--- src/rtl/io_ram_pkg.sv ---
// Shared types and constants for the I/O RAM arbiter slice.
//   IO_AW / IO_DW : address and data width of the 4096x8 I/O RAM port
//   req_e         : requester identity, also the bit index in grant vectors
//   owner_e       : owner of the previous cycle's grant, including "nobody"
package io_ram_pkg;

  localparam int IO_AW = 12;
  localparam int IO_DW = 8;

  typedef enum logic {
    REQ_H = 1'b0,
    REQ_E = 1'b1
  } req_e;

  typedef enum logic [1:0] {
    OWN_NONE = 2'b00,
    OWN_H    = 2'b01,
    OWN_E    = 2'b10
  } owner_e;

  function automatic owner_e owner_of(req_e r);
    return (r == REQ_E) ? OWN_E : OWN_H;
  endfunction

  function automatic req_e other_of(req_e r);
    return (r == REQ_E) ? REQ_H : REQ_E;
  endfunction

endpackage

--- src/rtl/io_ram_arb_if.sv ---
// One requester's access port onto the shared I/O RAM.
//   master : requester side (drives req/we/addr/wdata/lock)
//   slave  : arbiter side (drives gnt/rvalid/rdata)
// req is held until gnt; gnt is combinational in the request cycle;
// rvalid/rdata return read data one cycle after a read grant.
interface io_ram_arb_if
  import io_ram_pkg::*;
#(
  parameter int AW = IO_AW,
  parameter int DW = IO_DW
) ();

  logic          req;
  logic          we;
  logic [AW-1:0] addr;
  logic [DW-1:0] wdata;
  logic          lock;
  logic          gnt;
  logic          rvalid;
  logic [DW-1:0] rdata;

  modport master (
    output req, we, addr, wdata, lock,
    input  gnt, rvalid, rdata
  );

  modport slave (
    input  req, we, addr, wdata, lock,
    output gnt, rvalid, rdata
  );

endinterface

--- src/rtl/io_ram_arb_rr_arb2.sv ---
// Two-way round-robin arbiter with a bounded lock.
//   clk, rst_n : clock, asynchronous active-low reset
//   req[1:0]   : requests, indexed by req_e (0 = host, 1 = engine)
//   lock[1:0]  : requester asks to keep the grant next cycle
//   gnt[1:0]   : one-hot (or zero) grant, combinational, forced 0 in reset
// A locked owner keeps winning a contest only while burst_cnt < MAX_BURST,
// so a waiting requester is served within MAX_BURST+1 cycles.
module rr_arb2
  import io_ram_pkg::*;
#(
  parameter int MAX_BURST = 8
) (
  input  logic       clk,
  input  logic       rst_n,
  input  logic [1:0] req,
  input  logic [1:0] lock,
  output logic [1:0] gnt
);

  req_e       ptr;
  owner_e     owner;
  logic       owner_lock;
  logic [3:0] burst_cnt;

  req_e       winner;
  logic       any_req;
  logic       lock_open;

  always_comb begin
    // NOTE: every output of this block gets a default first, so no path
    // through the if/else chain can leave a latch behind.
    winner    = ptr;
    gnt       = 2'b00;
    any_req   = req[0] | req[1];
    lock_open = owner_lock && (owner != OWN_NONE) &&
                (int'(burst_cnt) < MAX_BURST);

    if (req == 2'b01)      winner = REQ_H;
    else if (req == 2'b10) winner = REQ_E;
    else if (lock_open)    winner = (owner == OWN_E) ? REQ_E : REQ_H;

    if (rst_n && any_req) gnt = (winner == REQ_E) ? 2'b10 : 2'b01;
  end

  // NOTE: state registers use non-blocking assignments so every flop samples
  // the pre-edge values regardless of statement order.
  always_ff @(posedge clk or negedge rst_n) begin
    if (!rst_n) begin
      ptr        <= REQ_H;
      owner      <= OWN_NONE;
      owner_lock <= 1'b0;
      burst_cnt  <= 4'd0;
    end else if (any_req) begin
      ptr        <= other_of(winner);
      owner      <= owner_of(winner);
      owner_lock <= (winner == REQ_E) ? lock[1] : lock[0];
      if (owner == owner_of(winner)) begin
        if (int'(burst_cnt) < MAX_BURST) burst_cnt <= burst_cnt + 4'd1;
      end else begin
        burst_cnt <= 4'd1;
      end
    end else begin
      owner      <= OWN_NONE;
      owner_lock <= 1'b0;
      burst_cnt  <= 4'd0;
    end
  end

endmodule

--- src/rtl/io_ram_arb.sv ---
// Shares one port of the 4096x8 dual-port I/O RAM between the host loader
// (h) and the LZW engine (e).
//   clk, rst_n  : clock, asynchronous active-low reset
//   h, e        : requester ports (io_ram_arb_if.slave)
//   ram_en/wr   : RAM port enable / write enable
//   ram_addr    : RAM address, holds the last winner's value when idle
//   ram_wdata   : RAM write data, holds the last winner's value when idle
//   ram_rdata   : RAM read data, valid the cycle after a read enable
// Read data returns to the requester that won the read one cycle later.
module io_ram_arb
  import io_ram_pkg::*;
#(
  parameter int AW        = IO_AW,
  parameter int DW        = IO_DW,
  parameter int MAX_BURST = 8
) (
  input  logic          clk,
  input  logic          rst_n,
  io_ram_arb_if.slave   h,
  io_ram_arb_if.slave   e,
  output logic          ram_en,
  output logic          ram_wr,
  output logic [AW-1:0] ram_addr,
  output logic [DW-1:0] ram_wdata,
  input  logic [DW-1:0] ram_rdata
);

  logic [1:0]    gnt;
  logic [AW-1:0] addr_q;
  logic [DW-1:0] wdata_q;
  logic          h_rvalid_q, e_rvalid_q;
  logic [DW-1:0] h_rdata_q, e_rdata_q;

  rr_arb2 #(.MAX_BURST(MAX_BURST)) u_arb (
    .clk  (clk),
    .rst_n(rst_n),
    .req  ({e.req, h.req}),
    .lock ({e.lock, h.lock}),
    .gnt  (gnt)
  );

  assign h.gnt  = gnt[0];
  assign e.gnt  = gnt[1];
  assign ram_en = |gnt;

  always_comb begin
    ram_wr    = 1'b0;
    ram_addr  = addr_q;
    ram_wdata = wdata_q;
    if (gnt[0]) begin
      ram_wr    = h.we;
      ram_addr  = h.addr;
      ram_wdata = h.wdata;
    end else if (gnt[1]) begin
      ram_wr    = e.we;
      ram_addr  = e.addr;
      ram_wdata = e.wdata;
    end
  end

  // NOTE: only the small hold registers are reset; the RAM array itself lives
  // outside and is never cleared, so reset costs nothing per location.
  always_ff @(posedge clk or negedge rst_n) begin
    if (!rst_n) begin
      addr_q     <= '0;
      wdata_q    <= '0;
      h_rvalid_q <= 1'b0;
      e_rvalid_q <= 1'b0;
      h_rdata_q  <= '0;
      e_rdata_q  <= '0;
    end else begin
      if (ram_en) begin
        addr_q  <= ram_addr;
        wdata_q <= ram_wdata;
      end
      h_rvalid_q <= gnt[0] & ~h.we;
      e_rvalid_q <= gnt[1] & ~e.we;
      if (h_rvalid_q) h_rdata_q <= ram_rdata;
      if (e_rvalid_q) e_rdata_q <= ram_rdata;
    end
  end

  // Data passes straight through in its valid cycle and is held afterwards.
  assign h.rvalid = h_rvalid_q;
  assign e.rvalid = e_rvalid_q;
  assign h.rdata  = h_rvalid_q ? ram_rdata : h_rdata_q;
  assign e.rdata  = e_rvalid_q ? ram_rdata : e_rdata_q;

endmodule

--- src/flat_wrapper.sv ---
// flat-port wrapper written by rule: the top's interface ports become plain ports
module io_ram_arb_flat import io_ram_pkg::*;
#(
  parameter int AW        = IO_AW,
  parameter int DW        = IO_DW,
  parameter int MAX_BURST = 8
)
  (clk, rst_n, ram_en, ram_wr, ram_addr, ram_wdata, ram_rdata, h_req, h_we, h_addr, h_wdata, h_lock, h_gnt, h_rvalid, h_rdata, e_req, e_we, e_addr, e_wdata, e_lock, e_gnt, e_rvalid, e_rdata);
  io_ram_arb_if #(.AW(AW), .DW(DW)) h_i ();
  io_ram_arb_if #(.AW(AW), .DW(DW)) e_i ();
  input  logic clk;
  input  logic rst_n;
  output logic ram_en;
  output logic ram_wr;
  output logic [AW-1:0] ram_addr;
  output logic [DW-1:0] ram_wdata;
  input  logic [DW-1:0] ram_rdata;
  input wire logic [$bits(h_i.req)-1:0] h_req;
  input wire logic [$bits(h_i.we)-1:0] h_we;
  input wire logic [$bits(h_i.addr)-1:0] h_addr;
  input wire logic [$bits(h_i.wdata)-1:0] h_wdata;
  input wire logic [$bits(h_i.lock)-1:0] h_lock;
  output wire logic [$bits(h_i.gnt)-1:0] h_gnt;
  output wire logic [$bits(h_i.rvalid)-1:0] h_rvalid;
  output wire logic [$bits(h_i.rdata)-1:0] h_rdata;
  input wire logic [$bits(e_i.req)-1:0] e_req;
  input wire logic [$bits(e_i.we)-1:0] e_we;
  input wire logic [$bits(e_i.addr)-1:0] e_addr;
  input wire logic [$bits(e_i.wdata)-1:0] e_wdata;
  input wire logic [$bits(e_i.lock)-1:0] e_lock;
  output wire logic [$bits(e_i.gnt)-1:0] e_gnt;
  output wire logic [$bits(e_i.rvalid)-1:0] e_rvalid;
  output wire logic [$bits(e_i.rdata)-1:0] e_rdata;
  assign h_i.req = h_req;
  assign h_i.we = h_we;
  assign h_i.addr = h_addr;
  assign h_i.wdata = h_wdata;
  assign h_i.lock = h_lock;
  assign h_gnt = h_i.gnt;
  assign h_rvalid = h_i.rvalid;
  assign h_rdata = h_i.rdata;
  assign e_i.req = e_req;
  assign e_i.we = e_we;
  assign e_i.addr = e_addr;
  assign e_i.wdata = e_wdata;
  assign e_i.lock = e_lock;
  assign e_gnt = e_i.gnt;
  assign e_rvalid = e_i.rvalid;
  assign e_rdata = e_i.rdata;
  io_ram_arb #(.AW(AW), .DW(DW), .MAX_BURST(MAX_BURST)) u_core (.clk(clk), .rst_n(rst_n), .h(h_i), .e(e_i), .ram_en(ram_en), .ram_wr(ram_wr), .ram_addr(ram_addr), .ram_wdata(ram_wdata), .ram_rdata(ram_rdata));
endmodule
--- config.mk ---
export PLATFORM = sky130hd
export DESIGN_NAME = io_ram_arb_flat
export DESIGN_NICKNAME = d
export VERILOG_FILES = /design/src/rtl/io_ram_pkg.sv /design/src/rtl/io_ram_arb_if.sv /design/src/rtl/io_ram_arb_rr_arb2.sv /design/src/rtl/io_ram_arb.sv /design/src/flat_wrapper.sv
export SDC_FILE = /design/constraint.sdc
export NUM_CORES = 1
export LEC_CHECK = 0
export CAP_MARGIN = 20
export CORE_MARGIN = 4
export CORE_UTILIZATION = 43
export CTS_BUF_LIST = sky130_fd_sc_hd__clkbuf_2
export CTS_CLUSTER_DIAMETER = 60
export DETAILED_ROUTE_END_ITERATION = 6
export PLACE_DENSITY = 0.82
export SLEW_MARGIN = 20
export SYNTH_ARGS = -nofsm -noshare
export SYNTH_HDL_FRONTEND = slang
export SYNTH_SLANG_ARGS = --single-unit
--- constraint.sdc ---
create_clock -name clk -period 2.89 [get_ports clk]
set_clock_uncertainty 0.15 [all_clocks]
set_input_delay 0.578 -clock clk [delete_from_list [all_inputs] [get_ports clk]]
set_output_delay 0.578 -clock clk [all_outputs]
set_load 0.02 [all_outputs]
==> impl_metrics.json <==
{
  "path_buf_inv": 3,
  "viasPerCell": 5.59,
  "root_buffer": "clkbuf_2",
  "grt_pass1_wl_mm": 10.3,
  "syn_inst": 177,
  "yosysTopAreaCell": "dfrtp_1",
  "crit_chain": "and3b_1, o221a_4, nor2_4, buf_6, buf_6, a221o_1, buf_6",
  "synth-seq-cells": 46,
  "crit_top_cell": "buf_6",
  "leakagePower_nw": 1.51,
  "dieArea_sq_mm": 0.00637,
  "start_kind": "flip-flop",
  "drive_gt1_share_pct": 26.9,
  "numCtsBuffers": 5,
  "grt_remaining_overflow": 0,
  "finalWirelength_mm": 6.49,
  "ys.flop_type": "dfrtp_1",
  "crit_path_end_kind": "output pin",
  "critPathKind": "flip-flop to output pin",
  "cts_tree": "yes",
  "synth.top_cell.area_share_pct": 51.9,
  "clk_path_buf_depth": 2,
  "wl_per_cell_um": 17.8,
  "p_per_area_mw_per_mm2": 536,
  "path_clk_slew_ps": 230,
  "die_w_um": 79.8,
  "layout_commonest_cell": "clkdlybuf4s50_1",
  "critPathArrivalTime_ps": 2100,
  "reg2reg_depth": 7,
  "setup-tns-final_ps": 0,
  "worst_pin_slew_ps": 421,
  "most-common-layout-cells": "70 x clkdlybuf4s50_1, 46 x dfrtp_1, 40 x a221o_1",
  "via_count": 2035,
  "fin_area_sq_mm": 0.00344,
  "holdWs_ps": 143,
  "rsz0062_at_grt": "yes",
  "outcome": "finished, final reports clean",
  "synthTopCellsByArea": "dfrtp_1 52%, a221o_1 18%, mux2_2 8.6%",
  "min_period_over_period_pct": 97.9,
  "crit_path_start": "u_core.u_arb.burst_cnt[3]",
  "die-height_um": 79.8,
  "worstSkewPairLatency_ps": 390,
  "initial_core_util_pct": 45.7,
  "syn_area_per_cell_sq_um": 12.5,
  "route.detailed.drc": 0,
  "critical_path.endpoint": "ram_wdata[5]",
  "place_area_sq_mm": 0.00329,
  "ant_nets": 0,
  "min_path_type": "input pin to async pin",
  "h-tree-depth": 2,
  "synthArstFlopShare_pct": 100,
  "maxSlewViolCount": 0,
  "slew_headroom_pct": 71.6,
  "fmax_ghz": 0.354,
  "synth_fp_nets": 234,
  "netlist_area_sq_mm": 0.00222,
  "grt_pass1_vias": 2179,
  "track_usage_pct": 21.2,
  "final.min_clock_period_ps": 2830,
  "fp.coreArea_sq_mm": 0.00485,
  "r2r_end": "u_core.addr_q[3]",
  "yosys_warnings": 0,
  "nFillCells": 366,
  "crit_cells": 7,
  "rr_startpoint": "u_core.u_arb.owner_lock",
  "area_growth_pct": 55.3,
  "synth-edff-count": 0,
  "hpwl_mm": 4.21,
  "crit_required_ps": 2160,
  "antenna_found_initial": 0,
  "drt_iter0_drc": 124,
  "place_congestion": 0.815,
  "worst-path-max-fanout": 5,
  "first_pass_iters": 4,
  "ir_worst_vdd_mv": 0.325,
  "final_nets": 353,
  "num_rows": 25,
  "portBuffers": 97,
  "seq_area_frac_synth_pct": 51.9,
  "synth_cell_type_count": 28,
  "grt_max_degree": 27,
  "fin_util_pct": 71.0,
  "cp_slowest_stage_delay_ps": 440,
  "clkSinkCount": 46,
  "antennaDiodeCount": 0,
  "io_pins": 98,
  "hold_buffers": 0,
  "r2r_slack_ps": 800,
  "setup_violations": 0,
  "final_hold_viol_count": 0,
  "critPathSlowestCell": "dfrtp_1",
  "drv_cap": 0,
  "cp_top_family": "compound AO/OA/AOI/OAI gates"
}
==> cell families (layout without fill, tap and decap cells) <==
kind of cell	after synthesis	in the layout	share of synthesized area, %
AO/OA/AOI/OAI	53	53	22.0
flip-flops	46	46	51.9
AND/OR/NAND/NOR	40	44	10.4
multiplexers	18	18	9.09
buffers and inverters	17	133	5.14
XOR/XNOR	2	2	0.791
adder cells (fa/ha/maj)	1	1	0.565
==> flip-flops by register name, summed over array words and instances, names as in the netlist, 2 cells and up <==
signal	cells
u_core.wdata_q	8
u_core.e_rdata_q	8
u_core.h_rdata_q	8
u_core.addr_q	12
u_core.u_arb.owner	2
u_core.u_arb.burst_cnt	4
==> where the power goes <==
group | switching (W) | total (W) | leakage, nW | internal [W]
Combinational | 0.000382 | 0.000800 | 0.923 | 0.000418
Sequential | 0.0000359 | 0.000791 | 0.561 | 0.000755
Clock | 0.000194 | 0.000254 | 0.0304 | 0.0000598
Total | 0.000612 | 0.00185 | 1.51 | 0.00123
==> routing by layer <==
| metal | routed length (um) | track usage [%] | vias up |
|---|---|---|---|
| li1 | - | - | 929 |
| met1 | 2680 | 25.1 | 1024 |
| met2 | 3170 | 36.5 | 77 |
| met3 | 582 | 7.34 | 5 |
| met4 | 63 | 5.74 | 0 |
| met5 | 0 | 0 | - |
==> cell usage after synthesis (2+ instances only) <==
cell / n
nor2b_1: 4
o21ai_0: 4
dfrtp_1: 46
buf_6: 6
a21oi_1: 2
a221o_1: 40
mux2_2: 17
buf_2: 4
and2_1: 20
nand2_1: 3
nand2b_1: 4
inv_1: 3
nor2_1: 6
clkbuf_1: 4
==> repair_timing <==
action,CTS,global route
hold endpoints to repair,0,0
cloned,7,0
setup buffers,8,3
setup endpoints to repair,24,22
pin swaps,4,9
gates resized for setup,96,33
==> worst min-delay path by stage <==
stage | endpoint | slack, ps
finish | u_core.addr_q[5] | 140
CTS | u_core.addr_q[9] | 110
detailed placement | u_core.e_rdata_q[2] | 330
floorplan | u_core.addr_q[0] | 130
global route | u_core.addr_q[5] | 110
global placement | u_core.e_rdata_q[5] | 330
==> stage by stage <==
| stage | power [W] | instances | setup WS, ps |
|---|---|---|---|
| 6_report | 0.00185 | 364 | 61.2 |
| 5_1_grt | 0.00194 | 364 | -52.8 |
| 4_1_cts | 0.00186 | 365 | -22.3 |
| 3_5_place_dp | 0.00158 | 342 | -550 |
| 3_3_place_gp | 0.00156 | 342 | -528 |
| 2_1_floorplan | 0.00121 | 177 | 312 |
==> layout make-up <==
class	instances	area, sq um	area share [%]
Clock inverter	2	8.76	0.255
Timing Repair Buffer	122	1140	33.2
Clock buffer	6	30.0	0.873
Inverter	3	11.3	0.327
Multi-Input combinational cell	118	1010	29.4
Tap cell	67	83.8	2.44
Sequential cell	46	1150	33.5
Note: power is estimated with default switching activity, not from simulation.
